===== src/rtl/attn_sched_pkg.sv =====
// Shared types and helpers for the attention dot-product scheduler.
package attn_sched_pkg;

    localparam int DEF_MUL_W  = 24;
    localparam int DEF_PROD_W = 2 * DEF_MUL_W;

    typedef enum logic [2:0] {
        IDLE,
        FETCH,
        ISSUE,
        WAIT,
        DONE
    } seq_state_t;

    // Radix-4 digits needed for an unsigned operand of mul_w bits.
    // One extra digit covers the zero sign bit.
    function automatic int booth_digits(input int mul_w);
        return mul_w / 2 + 1;
    endfunction

endpackage


===== src/rtl/mac_booth_fixed_unsigned.sv =====
// Iterative radix-4 Booth multiplier for unsigned operands, one digit per cycle.
// Out of reset it runs one pass on zero operands and pulses done at the end.
// A start while busy restarts the multiplier with the new operands.
module mac_booth_fixed_unsigned
    import attn_sched_pkg::*;
#(
    parameter int mul_len = DEF_MUL_W,
    parameter int out_len = DEF_PROD_W
) (
    input  logic               clk,
    input  logic               rst,
    input  logic               start_i,
    input  logic [mul_len-1:0] a_i,
    input  logic [mul_len-1:0] b_i,
    output logic [out_len-1:0] product_o,
    output logic               done_o
);

    localparam int DIGITS = booth_digits(mul_len);
    localparam int CNT_W  = $clog2(DIGITS);
    localparam logic [CNT_W-1:0] LAST_DIGIT = CNT_W'(DIGITS - 1);

    // Booth recoding of one digit; arithmetic wraps modulo 2^out_len, which
    // still gives the exact product because a*b < 2^out_len.
    function automatic logic signed [out_len-1:0] booth_pp(
        input logic [2:0]                trip,
        input logic signed [out_len-1:0] m
    );
        case (trip)
            3'b001, 3'b010: booth_pp = m;
            3'b011:         booth_pp = m <<< 1;
            3'b100:         booth_pp = -(m <<< 1);
            3'b101, 3'b110: booth_pp = -m;
            default:        booth_pp = '0;
        endcase
    endfunction

    logic [mul_len+1:0]        mplr_q;
    logic                      prev_q;
    logic signed [out_len-1:0] mcand_q;
    logic signed [out_len-1:0] sum_q;
    logic signed [out_len-1:0] sum_d;
    logic [CNT_W-1:0]          cnt_q;
    logic                      busy_q;
    logic                      done_q;
    logic [out_len-1:0]        prod_q;

    // Partial-product add for the current digit.
    always_comb begin
        sum_d = sum_q + booth_pp({mplr_q[1:0], prev_q}, mcand_q);
    end

    // Load on start, then retire one Booth digit per cycle until the last.
    always_ff @(posedge clk or posedge rst) begin
        if (rst) begin
            mplr_q  <= '0;
            prev_q  <= 1'b0;
            mcand_q <= '0;
            sum_q   <= '0;
            cnt_q   <= '0;
            busy_q  <= 1'b1;
            done_q  <= 1'b0;
            prod_q  <= '0;
        end else begin
            done_q <= 1'b0;
            if (start_i) begin
                mplr_q  <= {2'b00, b_i};
                prev_q  <= 1'b0;
                mcand_q <= signed'({{(out_len - mul_len){1'b0}}, a_i});
                sum_q   <= '0;
                cnt_q   <= '0;
                busy_q  <= 1'b1;
            end else if (busy_q) begin
                sum_q   <= sum_d;
                mcand_q <= mcand_q <<< 2;
                mplr_q  <= mplr_q >> 2;
                prev_q  <= mplr_q[1];
                cnt_q   <= cnt_q + 1'b1;
                if (cnt_q == LAST_DIGIT) begin
                    busy_q <= 1'b0;
                    done_q <= 1'b1;
                    prod_q <= unsigned'(sum_d);
                end
            end
        end
    end

    assign product_o = prod_q;
    assign done_o    = done_q;

endmodule


===== src/rtl/attn_dot_sequencer.sv =====
// Runs one Q.K dot product per job through the shared Booth multiplier,
// accumulating products and handing the sum to the softmax stage.
module attn_dot_sequencer
    import attn_sched_pkg::*;
#(
    parameter int MUL_W   = DEF_MUL_W,
    parameter int PROD_W  = DEF_PROD_W,
    parameter int MAX_LEN = 16,
    parameter int LEN_W   = 5,
    parameter int ACC_W   = 52
) (
    input  logic             clk,
    input  logic             rst,
    input  logic             job_valid,
    output logic             job_ready,
    input  logic [LEN_W-1:0] job_len,
    input  logic             elem_valid,
    output logic             elem_ready,
    input  logic [MUL_W-1:0] elem_a,
    input  logic [MUL_W-1:0] elem_b,
    output logic             res_valid,
    input  logic             res_ready,
    output logic [ACC_W-1:0] res_data,
    output logic             res_ovf,
    output logic             busy
);

    if (LEN_W < $clog2(MAX_LEN + 1) || ACC_W < PROD_W) begin : g_bad_cfg
        $error("attn_dot_sequencer: LEN_W or ACC_W too narrow");
    end

    localparam logic [LEN_W-1:0] LEN_ONE = LEN_W'(1);

    seq_state_t        state_q, state_d;
    logic [LEN_W-1:0]  len_q, len_d;
    logic [LEN_W-1:0]  cnt_q, cnt_d;
    logic [MUL_W-1:0]  a_q, a_d;
    logic [MUL_W-1:0]  b_q, b_d;
    logic [ACC_W-1:0]  acc_q, acc_d;
    logic              ovf_q, ovf_d;

    logic              mul_start;
    logic              mul_done;
    logic [PROD_W-1:0] mul_product;
    logic [ACC_W:0]    sum_wide;

    mac_booth_fixed_unsigned #(
        .mul_len (MUL_W),
        .out_len (PROD_W)
    ) u_mul (
        .clk       (clk),
        .rst       (rst),
        .start_i   (mul_start),
        .a_i       (a_q),
        .b_i       (b_q),
        .product_o (mul_product),
        .done_o    (mul_done)
    );

    // Accumulator add with carry-out kept for the sticky overflow flag.
    always_comb begin
        sum_wide = {1'b0, acc_q} + {{(ACC_W + 1 - PROD_W){1'b0}}, mul_product};
    end

    // Next-state and datapath updates; mul_done only counts while in WAIT.
    always_comb begin
        state_d = state_q;
        len_d   = len_q;
        cnt_d   = cnt_q;
        a_d     = a_q;
        b_d     = b_q;
        acc_d   = acc_q;
        ovf_d   = ovf_q;
        case (state_q)
            IDLE: begin
                if (job_valid) begin
                    len_d   = job_len;
                    cnt_d   = '0;
                    acc_d   = '0;
                    ovf_d   = 1'b0;
                    state_d = (job_len == '0) ? DONE : FETCH;
                end
            end
            FETCH: begin
                if (elem_valid) begin
                    a_d     = elem_a;
                    b_d     = elem_b;
                    state_d = ISSUE;
                end
            end
            ISSUE: begin
                state_d = WAIT;
            end
            WAIT: begin
                if (mul_done) begin
                    acc_d   = sum_wide[ACC_W-1:0];
                    ovf_d   = ovf_q | sum_wide[ACC_W];
                    cnt_d   = cnt_q + LEN_ONE;
                    state_d = (cnt_q == len_q - LEN_ONE) ? DONE : FETCH;
                end
            end
            DONE: begin
                if (res_ready) begin
                    state_d = IDLE;
                end
            end
            default: begin
                state_d = IDLE;
            end
        endcase
    end

    // State and datapath registers; reset abandons any job in flight.
    always_ff @(posedge clk or posedge rst) begin
        if (rst) begin
            state_q <= IDLE;
            len_q   <= '0;
            cnt_q   <= '0;
            a_q     <= '0;
            b_q     <= '0;
            acc_q   <= '0;
            ovf_q   <= 1'b0;
        end else begin
            state_q <= state_d;
            len_q   <= len_d;
            cnt_q   <= cnt_d;
            a_q     <= a_d;
            b_q     <= b_d;
            acc_q   <= acc_d;
            ovf_q   <= ovf_d;
        end
    end

    // job_ready is masked while reset is held so no handshake is offered.
    assign job_ready  = (state_q == IDLE) && !rst;
    assign elem_ready = (state_q == FETCH);
    assign res_valid  = (state_q == DONE);
    assign mul_start  = (state_q == ISSUE);
    assign busy       = (state_q != IDLE);
    assign res_data   = acc_q;
    assign res_ovf    = ovf_q;

endmodule


===== config.mk =====
export PLATFORM = sky130hd
export DESIGN_NAME = attn_dot_sequencer
export DESIGN_NICKNAME = d
export VERILOG_FILES = /design/src/rtl/attn_sched_pkg.sv /design/src/rtl/mac_booth_fixed_unsigned.sv /design/src/rtl/attn_dot_sequencer.sv
export SDC_FILE = /design/constraint.sdc
export NUM_CORES = 1
export LEC_CHECK = 0
export BUFFER_PORTS_ARGS = -buffer_cell sky130_fd_sc_hd__buf_4
export CAP_MARGIN = 40
export CORE_MARGIN = 2
export CORE_UTILIZATION = 44
export CTS_CLUSTER_SIZE = 16
export DETAILED_ROUTE_END_ITERATION = 10
export PLACE_DENSITY_LB_ADDON = 0.2
export SKIP_LAST_GASP = 1
export SYNTH_ARGS = -nofsm -noshare
export SYNTH_HDL_FRONTEND = slang
export SYNTH_SLANG_ARGS = --single-unit

===== constraint.sdc =====
create_clock -name clk -period 15.7 [get_ports clk]
set_input_delay 2.355 -clock clk [delete_from_list [all_inputs] [get_ports clk]]
set_output_delay 2.355 -clock clk [all_outputs]
set_load 0.03 [all_outputs]

# --- Word level (Yosys, flattened, before mapping) ---
# Index checks and enable logic that the tools add are counted.
classes:
  n_bitwise: 2
  add_sub_neg: 7
  mux: 33
  reduce_logical: 14
  eq_ne: 16
op_table:
  columns: ["operator", "n"]
  rows:
  - ["$mux 48", 4]
  - ["$pmux 48 s4", 1]
  - ["$mux 52", 2]
  - ["$pmux 52 s2", 1]
  - ["$neg 48->48", 2]
  - ["$add 52x48->53", 1]
  - ["$mux 26", 2]
  - ["$add 48x48->48", 1]
  - ["$mux 3", 6]
  - ["$pmux 3 s5", 1]
  - ["$eq 3x2->1 const B", 4]
  - ["$eq 3x3->1 const B", 4]
  - ["$mux 1", 10]
  - ["$mux 5", 2]
  - ["$pmux 5 s2", 1]
  - ["$mux 4", 2]
  - ["$eq 3x1->1 const B", 2]
  - ["$reduce_and 3->1", 2]
  - ["$add 5x1->5 const B", 1]
  - ["$eq 5x5->1", 1]
  - ["$logic_not 5->1", 1]
  - ["$sub 5x1->5 const B", 1]
  - ["$add 4x1->4 const B", 1]
  - ["$eq 4x4->1 const B", 1]
  - ["13 further kinds", 18]
word_totals:
  register_bits: 291
  elab_cells: 87
  output_inout_bits: 57
  in_bits: 58

# --- Longest topological paths before layout ---
# Gate-level depths: netlist of run 1.
depth:
  word_depth: 6
  depth_mapped: 24
  depth_no_buf: 23

# --- Hierarchy ---
# A second synthesis of run 1 with hierarchy kept.
unflattened:
  hier_cells: 2268
  area_unflattened_um2: 19561.3
modules_own_cells:
  columns: ["module", "cells_each", "instances", "seq_area_each_um2", "area_each_um2"]
  rows:
  - ["mac_booth_fixed_unsigned", 1510, 1, 4380.5, 12344.3]
  - ["attn_dot_sequencer", 758, 1, 2852.7, 7216.9]

# --- Worst setup path after synthesis of run 1 ---
# Ideal clock, no wire load.
synth_timing:
  path_kind: "reg2reg"
  from: "register u_mul.mcand_q[11]"
  to: "register u_mul.prod_q[43] (netlist: u_mul.product_o[43])"
  setup_ns: 0.130
  path_slack_ns: 10.078
  period_less_slack_ns: 5.622
  required_ns: 15.570
  n_path_buf: 3
  t_arrival_ns: 5.492
  path_stages_with_launch: 22
  path_cell_list: "dfrtp_1 buf_6 or4_4 or4_4 or4_2 clkbuf_1 or4_1 or3_1 nand2_1 xor2_1 o21ai_0 ha_1 clkbuf_1 o21ai_0 a21oi_1 nor2_1 or4_1 a31o_2 and2_1 o21ai_0 xnor2_1 o21ai_0"
synth_via:
  elab_chain_len: 3
  elab_cells_between_ends: 4
  cone_classes: "add/sub: 3; mux: 1"
synth_lines:
  columns: ["element", "line_no", "text"]
  rows:
  - ["start, declared", "mac_booth_fixed_unsigned.sv:40", "logic signed [out_len-1:0] mcand_q;"]
  - ["start signal, assigned", "mac_booth_fixed_unsigned.sv:69", "mcand_q <= signed'({{(out_len - mul_len){1'b0}}, a_i});"]
  - ["start signal, assigned", "mac_booth_fixed_unsigned.sv:75", "mcand_q <= mcand_q <<< 2;"]
  - ["$neg 48->48 (on tied branches)", "mac_booth_fixed_unsigned.sv:33, mac_booth_fixed_unsigned.sv:32", null]
  - ["$pmux 48 s4 (*)", "mac_booth_fixed_unsigned.sv:29", "case (trip)"]
  - ["$add 48x48->48 (*)", "mac_booth_fixed_unsigned.sv:50", "sum_d = sum_q + booth_pp({mplr_q[1:0], prev_q}, mcand_q);"]
  - ["end signal, assigned", "mac_booth_fixed_unsigned.sv:82", "prod_q <= unsigned'(sum_d);"]
  - ["end, declared", "mac_booth_fixed_unsigned.sv:46", "logic [out_len-1:0] prod_q;"]
# Mark *: on every way between the ends. The rest lies on a longest branch, timed or not.
# A chain may end at the register's enable or synchronous reset.

# --- Worst setup path after layout of run 1 ---
layout_timing:
  from: "register u_mul.mcand_q[1]"
  to: "register u_mul.sum_q[47]"
layout_via:
  elab_chain_len: 5
  elab_cells_between_ends: 6
  cone_classes: "add/sub: 3; mux: 3"
layout_lines:
  columns: ["element", "line_no", "text"]
  rows:
  - ["$neg 48->48 (on tied branches)", "mac_booth_fixed_unsigned.sv:33, mac_booth_fixed_unsigned.sv:32", null]
  - ["$pmux 48 s4 (*)", "mac_booth_fixed_unsigned.sv:29", null]
  - ["$add 48x48->48 (*)", "mac_booth_fixed_unsigned.sv:50", null]
  - ["$mux 48 (*)", "mac_booth_fixed_unsigned.sv:73", "end else if (busy_q) begin"]
  - ["$mux 48 (*)", "mac_booth_fixed_unsigned.sv:66", "if (start_i) begin"]
  - ["end signal, assigned", "mac_booth_fixed_unsigned.sv:74", "sum_q <= sum_d;"]
  - ["end, declared", "mac_booth_fixed_unsigned.sv:41", "logic signed [out_len-1:0] sum_q;"]
# Mark *: on every way between the ends. The rest lies on a longest branch, timed or not. The select of a mux whose other input is x is not followed.

==> results.cfg, run 1 <==
[grt]
antenna_found_initial = 0
met1_usage = 0.330
grt_overflow_total = 0
busiest_layer = met2
grt_util_all_layers = 0.224
use_met2 = 0.344
grtUsageMet3 = 0.0274
grt_pass1_wl_um = 84800
grt_max_degree = 89
grt_pass1_vias = 15800

[clocking]
ctsHoldBuffers = 0
max-clock-path-buffers = 3
post_cts_buffers = 0
htreeDepth = 2
insertion_delay_ns = 0.54
cts_root_buffer = clkbuf_16
cts.sinks = 289
cts_tree = yes
clk_pin_slew_ns = 0.06
cts_resized = 0
cts_made_buffers = 34

[sta]
timing.final.hold_violations = 0
setup-violations-final = 0
slew_violations = 0
fin_ws_ns = 9.47
clock_skew_ns = 0.0190
maxSlewHeadroom = 0.439
period_needed_ns = 6.23
fmax_mhz = 161
hold_ws_ns = 0.468
rsz0062_at_grt = no
tightest_slew_ns = 0.838
fin_crit_sh = 0.397
finalSetupTns_ns = 0

[yosys]
synth_cell_types = 72
syn_area_mm2 = 0.0194
synth_area_per_cell_um2 = 8.57
synth_area_leaders = dfrtp_1 (37%), o21ai_0 (6.6%), nand2_1 (6.5%)
yosys.area.top_type = dfrtp_1
syn_nets = 2425
synth.top_cell.area_share = 0.371
synth-seq-cells = 289
async_reset_ff_frac = 1.00
yosysSeqAreaShare = 0.373
ys.flop_type = dfrtp_1
synth_edf_count = 0
synth_cells = 2265
yosys_warnings = 0

[critical_path]
cp_num_buf_inv = 2
crit_chain = inv_1, ha_1, nor3b_1, nand3_1, or4_2, nor4_1, nand2_1, nor4b_1, xnor2_1, a21oi_1, a2bb2oi_1, a21oi_1, ha_1, nand4_1, or4_1, o21ai_0, inv_1, a211oi_1, o22ai_1, xnor2_1, a21oi_1
critPathMaxStageDelay_ns = 0.76
reg2reg_to = u_mul.sum_q[47]
r2r_cells = 21
critPathCaptureType = flop
critPathKind = reg2reg
startpoint_type = flop
crit_slowest_cell = or4_2
path_delay_family = simple AND/OR/NAND/NOR gates
startpoint = u_mul.mcand_q[1]
worst-path-stages = 21
worstPathRequired_ns = 16.07
r2r_slack_ns = 9.47
cp_max_fo = 11
crit_path_frequent_cell = a21oi_1
crit_end = u_mul.sum_q[47]
reg2reg_from = u_mul.mcand_q[1]
crit_arrival_ns = 6.60

[worst_hold_path]
hp-class = reg2reg
min_from = b_q[22]

[die]
die_x_um = 214
start_util = 0.448
core_mm2 = 0.0433
fp.dieH_um = 214
die_area_mm2 = 0.0458
rows = 76
num_io_pins = 115

[detailed_routing]
remaining_drc_errors = 0
drtIter0Drc = 1118
dr.pass1.iters = 5
routed_wl_um = 51400
wl_per_cell_um = 17.8
drtAntennaViolNets = 0
via_count = 16400
drt-vias-per-instance = 5.68

[power_and_ir_drop]
p_leak_nw = 10.4
peakVddDrop_v = 0.000125
powerDensity_mw_per_mm2 = 227
total_power_mw = 4.93

[cells_and_area]
n_antenna_cell = 0
syn_to_final_growth_pct = 12.1
drive_above_1_share = 0.120
fillCellCount = 4058
finalNetCount = 2441

[status]
status = complete, no violations

[run]
drv_cap = 0

[placement]
place_ws_ns = 9.63
io_buffers = 114
gp_congestion = 0.961
hpwl_um = 37700
power breakdown:
part	switching [mW]	leakage [nW]	total, mW	internal [mW]
sequential	0.298	3.74	1.34	1.04
combinational	1.69	6.17	2.80	1.11
clock	0.324	0.541	0.787	0.463
sequential cells by signal, indices dropped and copies added, names as in the netlist:
signal           count
a_q                 24
b_q                 24
cnt_q                5
len_q                5
res_data            52
res_ovf              1
state_q              3
u_mul.busy_q         1
u_mul.cnt_q          4
u_mul.done_o         1
u_mul.mcand_q       48
u_mul.mplr_q        24
u_mul.prev_q         1
u_mul.product_o     48
u_mul.sum_q         48
kinds of logic (layout without fill, tap and decap cells):
family / count (synthesis) / in the layout / share of synthesized area
XOR/XNOR: 150 / 150 / 0.0677
multiplexers: 153 / 153 / 0.0823
AND/OR/NAND/NOR: 742 / 742 / 0.175
flip-flops: 289 / 289 / 0.373
AO/OA/AOI/OAI: 625 / 625 / 0.195
adder cells (fa/ha/maj): 102 / 102 / 0.0665
buffers and inverters: 204 / 244 / 0.0406
metrics by stage:
| stage | util | cell area [um^2] | instances |
|---|---|---|---|
| after floorplan | - | 19400 | 2265 |
| after global placement | 0.475 | 20500 | 2825 |
| after detailed placement | 0.477 | 20600 | 2830 |
| after CTS | 0.503 | 21700 | 2890 |
| after global routing | 0.503 | 21700 | 2890 |
| final | 0.503 | 21700 | 2890 |
how the worst min path moves through the flow:
stage,endpoint,slack (ns),cells after the start
CTS,u_mul.mcand_q[18],0.48,2
floorplan,u_mul.mplr_q[22],0.43,2
finish,u_mul.mplr_q[22],0.47,2
global placement,u_mul.mplr_q[22],0.46,2
detailed placement,u_mul.mplr_q[7],0.47,2
global route,u_mul.mcand_q[6],0.51,2
synth_stat cells, types with 6 or more instances:
master	count
nand2_1	335
dfrtp_1	288
o21ai_0	256
nor2_1	172
clkbuf_1	137
a21oi_1	136
mux2i_1	101
ha_1	100
xnor2_1	85
xor2_1	65
mux2_2	52
a21o_1	50
nand3_1	49
inv_1	48
nor3_1	27
nand4_1	26
a22oi_1	19
a31oi_1	18
o21bai_1	18
o31ai_1	17
nand3b_1	16
or3_1	15
or4_1	15
a221o_1	14
a211oi_1	13
and3_1	13
nand2b_1	13
buf_1	11
o21a_1	11
o221ai_1	10
a21boi_0	9
and2_1	9
nor4_1	9
or2_2	9
a221oi_1	7
o211ai_1	7
o22ai_1	7
nor3b_1	6
or3_2	6
metal layers:
layer / part of all wire / up-vias
met3: 0.050 / 65
li1: - / 8102
met5: 0 / -
met4: 0.023 / 0
met1: 0.49 / 7780
met2: 0.44 / 464
layout by cell type, fill, tap and decap left out, types with 14 or more instances in the layout:
master and n:
a21o_1 50, a21oi_1 136, a221o_1 14, a22oi_1 19
a31oi_1 18, buf_4 130, clkbuf_16 34, dfrtp_1 288
ha_1 100, inv_1 47, mux2_2 52, mux2i_1 101
nand2_1 335, nand3_1 49, nand3b_1 16, nand4_1 26
nor2_1 171, nor3_1 27, o21ai_0 256, o21bai_1 18
o31ai_1 17, or3_1 15, or4_1 15, xnor2_1 85
xor2_1 65
worst register-to-register path, delay by kind of cell (launching register included):
kind            cells  cell delay [ns]
simple gates        8             3.12
compound gates      7             1.15
fa+ha+maj           2             0.70
flops               1             0.45
xor+xnor            2             0.39
buf+inv             2             0.25
final cells by class:
cell class | count | area [um^2] | area share
clock inverters | 14 | 148 | 0.00679
inverters | 49 | 191 | 0.00880
flip-flops and latches | 289 | 7240 | 0.333
clock buffers | 46 | 956 | 0.0440
well taps | 585 | 732 | 0.0337
repair buffers | 135 | 1090 | 0.0501
multi-input cells | 1772 | 11400 | 0.524
No activity file was read; power rests on OpenSTA's default activity.
==> inputs of run 2 (changes only) <==
clock period = 5.2 ns   (was 15.7 ns; I/O delays follow)
==> results.cfg, run 2 (synthesis results as in run 1) <==
[clocking]
cts_made_buffers = 35
cts_tree = yes
clk_pin_slew_ns = 0.06
max-clock-path-buffers = 3
htreeDepth = 2
insertion_delay_ns = 0.53
cts.sinks = 289
cts_root_buffer = clkbuf_16

[sta]
maxSlewHeadroom = 0.390
setup-violations-final = 3
fin_crit_sh = 1.02
slew_violations = 0
finalSetupTns_ns = -0.234
rsz0062_at_grt = yes
timing.final.hold_violations = 0
period_needed_ns = 5.32
fmax_mhz = 188
fin_ws_ns = -0.116
tightest_slew_ns = 0.915
clock_skew_ns = 0.0129

[placement]
gp_congestion = 0.946
place_ws_ns = -0.253
io_buffers = 114
hpwl_um = 39400

[die]
num_io_pins = 115
die_x_um = 214
die_area_mm2 = 0.0458
fp.dieH_um = 214
rows = 76
core_mm2 = 0.0433
start_util = 0.448

[detailed_routing]
routed_wl_um = 53700
drtIter0Drc = 1142
dr.pass1.iters = 5
drt-vias-per-instance = 5.58
wl_per_cell_um = 17.6
remaining_drc_errors = 0
via_count = 17000
drtAntennaViolNets = 0

[cells_and_area]
final_common_cell = nand2_1
seq_area_mm2 = 0.00724
largest_register_ffs = 52
multi_input_area_mm2 = 0.0119
fillCellCount = 3992
syn_to_final_growth_pct = 20.8
final_cell_mix = nand2_1 (333), buf_4 (292), dfrtp_1 (288), o21ai_0 (235), nor2_1 (169)
n_antenna_cell = 0
drive_above_1_share = 0.208
finalNetCount = 2605

[critical_path]
startpoint_type = flop
r2r_slack_ns = -0.12
worstPathRequired_ns = 5.58
crit_slowest_cell = or4_4
critPathMaxStageDelay_ns = 0.55
reg2reg_to = u_mul.sum_q[47]
critPathCaptureType = flop
r2r_cells = 18
path_delay_family = simple AND/OR/NAND/NOR gates
crit_path_frequent_cell = or4_4
reg2reg_from = u_mul.mcand_q[10]
crit_chain = or4_4, or4_4, or4_4, or4_4, or3_4, a22oi_2, nor2_1, a221o_1, ha_4, nand2_4, a21oi_2, nor2_2, or4_4, a31o_4, a211oi_4, o22ai_2, xnor2_1, a21oi_1
cp_num_buf_inv = 0
crit_arrival_ns = 5.70
cp_max_fo = 5
critPathKind = reg2reg

[grt]
grt_pass1_wl_um = 87700
grt_overflow_total = 0
grt_util_all_layers = 0.231
antenna_found_initial = 0
grt_max_degree = 139
grt_pass1_vias = 16600

[worst_hold_path]
hp-class = in2async

[power_and_ir_drop]
powerDensity_mw_per_mm2 = 713
p_leak_nw = 11.4
total_power_mw = 16.7
peakVddDrop_v = 0.000345

[status]
violations = setup timing
status = finished, violations left

[run]
drv_cap = 0
## run 2: where the power goes
part,switching (mW),total [mW],internal [mW]
Sequential,0.791,3.93,3.14
Clock,0.935,2.32,1.38
Combinational,5.78,10.5,4.68
## run 2: routing by layer
layer / global-route usage / part of all wire / wire length [um]
met1: 0.333 / 0.48 / 26000
met2: 0.364 / 0.45 / 24100
met3: 0.0278 / 0.047 / 2510
met4: 0.0725 / 0.022 / 1190
met5: 0 / 0 / 0
## run 2: cell type report
| class | instances | share of cell area |
|---|---|---|
| Clock buffer | 54 | 0.0448 |
| Clock inverter | 6 | 0.00139 |
| Inverter | 49 | 0.00801 |
| Multi-Input combinational cell | 1772 | 0.508 |
| Sequential cell | 289 | 0.309 |
| Tap cell | 585 | 0.0312 |
| Timing Repair Buffer | 298 | 0.0973 |
## run 2: worst min-delay path, stage by stage
cell	delay (ns)
buf_4	0.13
clkinvlp_4	0.11
buf_12	0.38
## run 2: how the worst max path moves through the flow
stage / startpoint / slack [ns] / end / depth (start not counted)
2_1_floorplan: u_mul.mcand_q[11] / -0.08 / u_mul.product_o[47] / 20
3_3_place_gp: u_mul.mcand_q[10] / -0.12 / u_mul.product_o[45] / 21
3_5_place_dp: u_mul.mcand_q[10] / -0.25 / u_mul.sum_q[45] / 21
4_1_cts: u_mul.mcand_q[10] / -0.09 / u_mul.product_o[47] / 19
5_1_grt: u_mul.mcand_q[10] / -0.31 / u_mul.product_o[47] / 23
6_report: u_mul.mcand_q[10] / -0.12 / u_mul.sum_q[47] / 18
## run 2: what timing repair did
| action | 4_1_cts | 5_1_grt |
|---|---|---|
| pin swaps | 10 | 39 |
| endpoints found under the setup margin | 28 | 37 |
| resized for setup | 30 | 73 |
| gates cloned | 0 | 0 |
| endpoints found under the hold margin | 0 | 0 |
| setup buffers | 9 | 10 |
| hold buffers | 0 | 0 |
## run 2: stage by stage
stage | std cells | instance area [um^2] | hold slack [ns] | util
after floorplan | 2265 | 19500 | 0.435 | -
after global placement | 2975 | 21800 | 0.460 | 0.503
after detailed placement | 2976 | 21800 | 0.459 | 0.503
after CTS | 3044 | 23000 | 0.419 | 0.532
after global routing | 3053 | 23400 | 0.447 | 0.542
final | 3053 | 23400 | 0.423 | 0.542
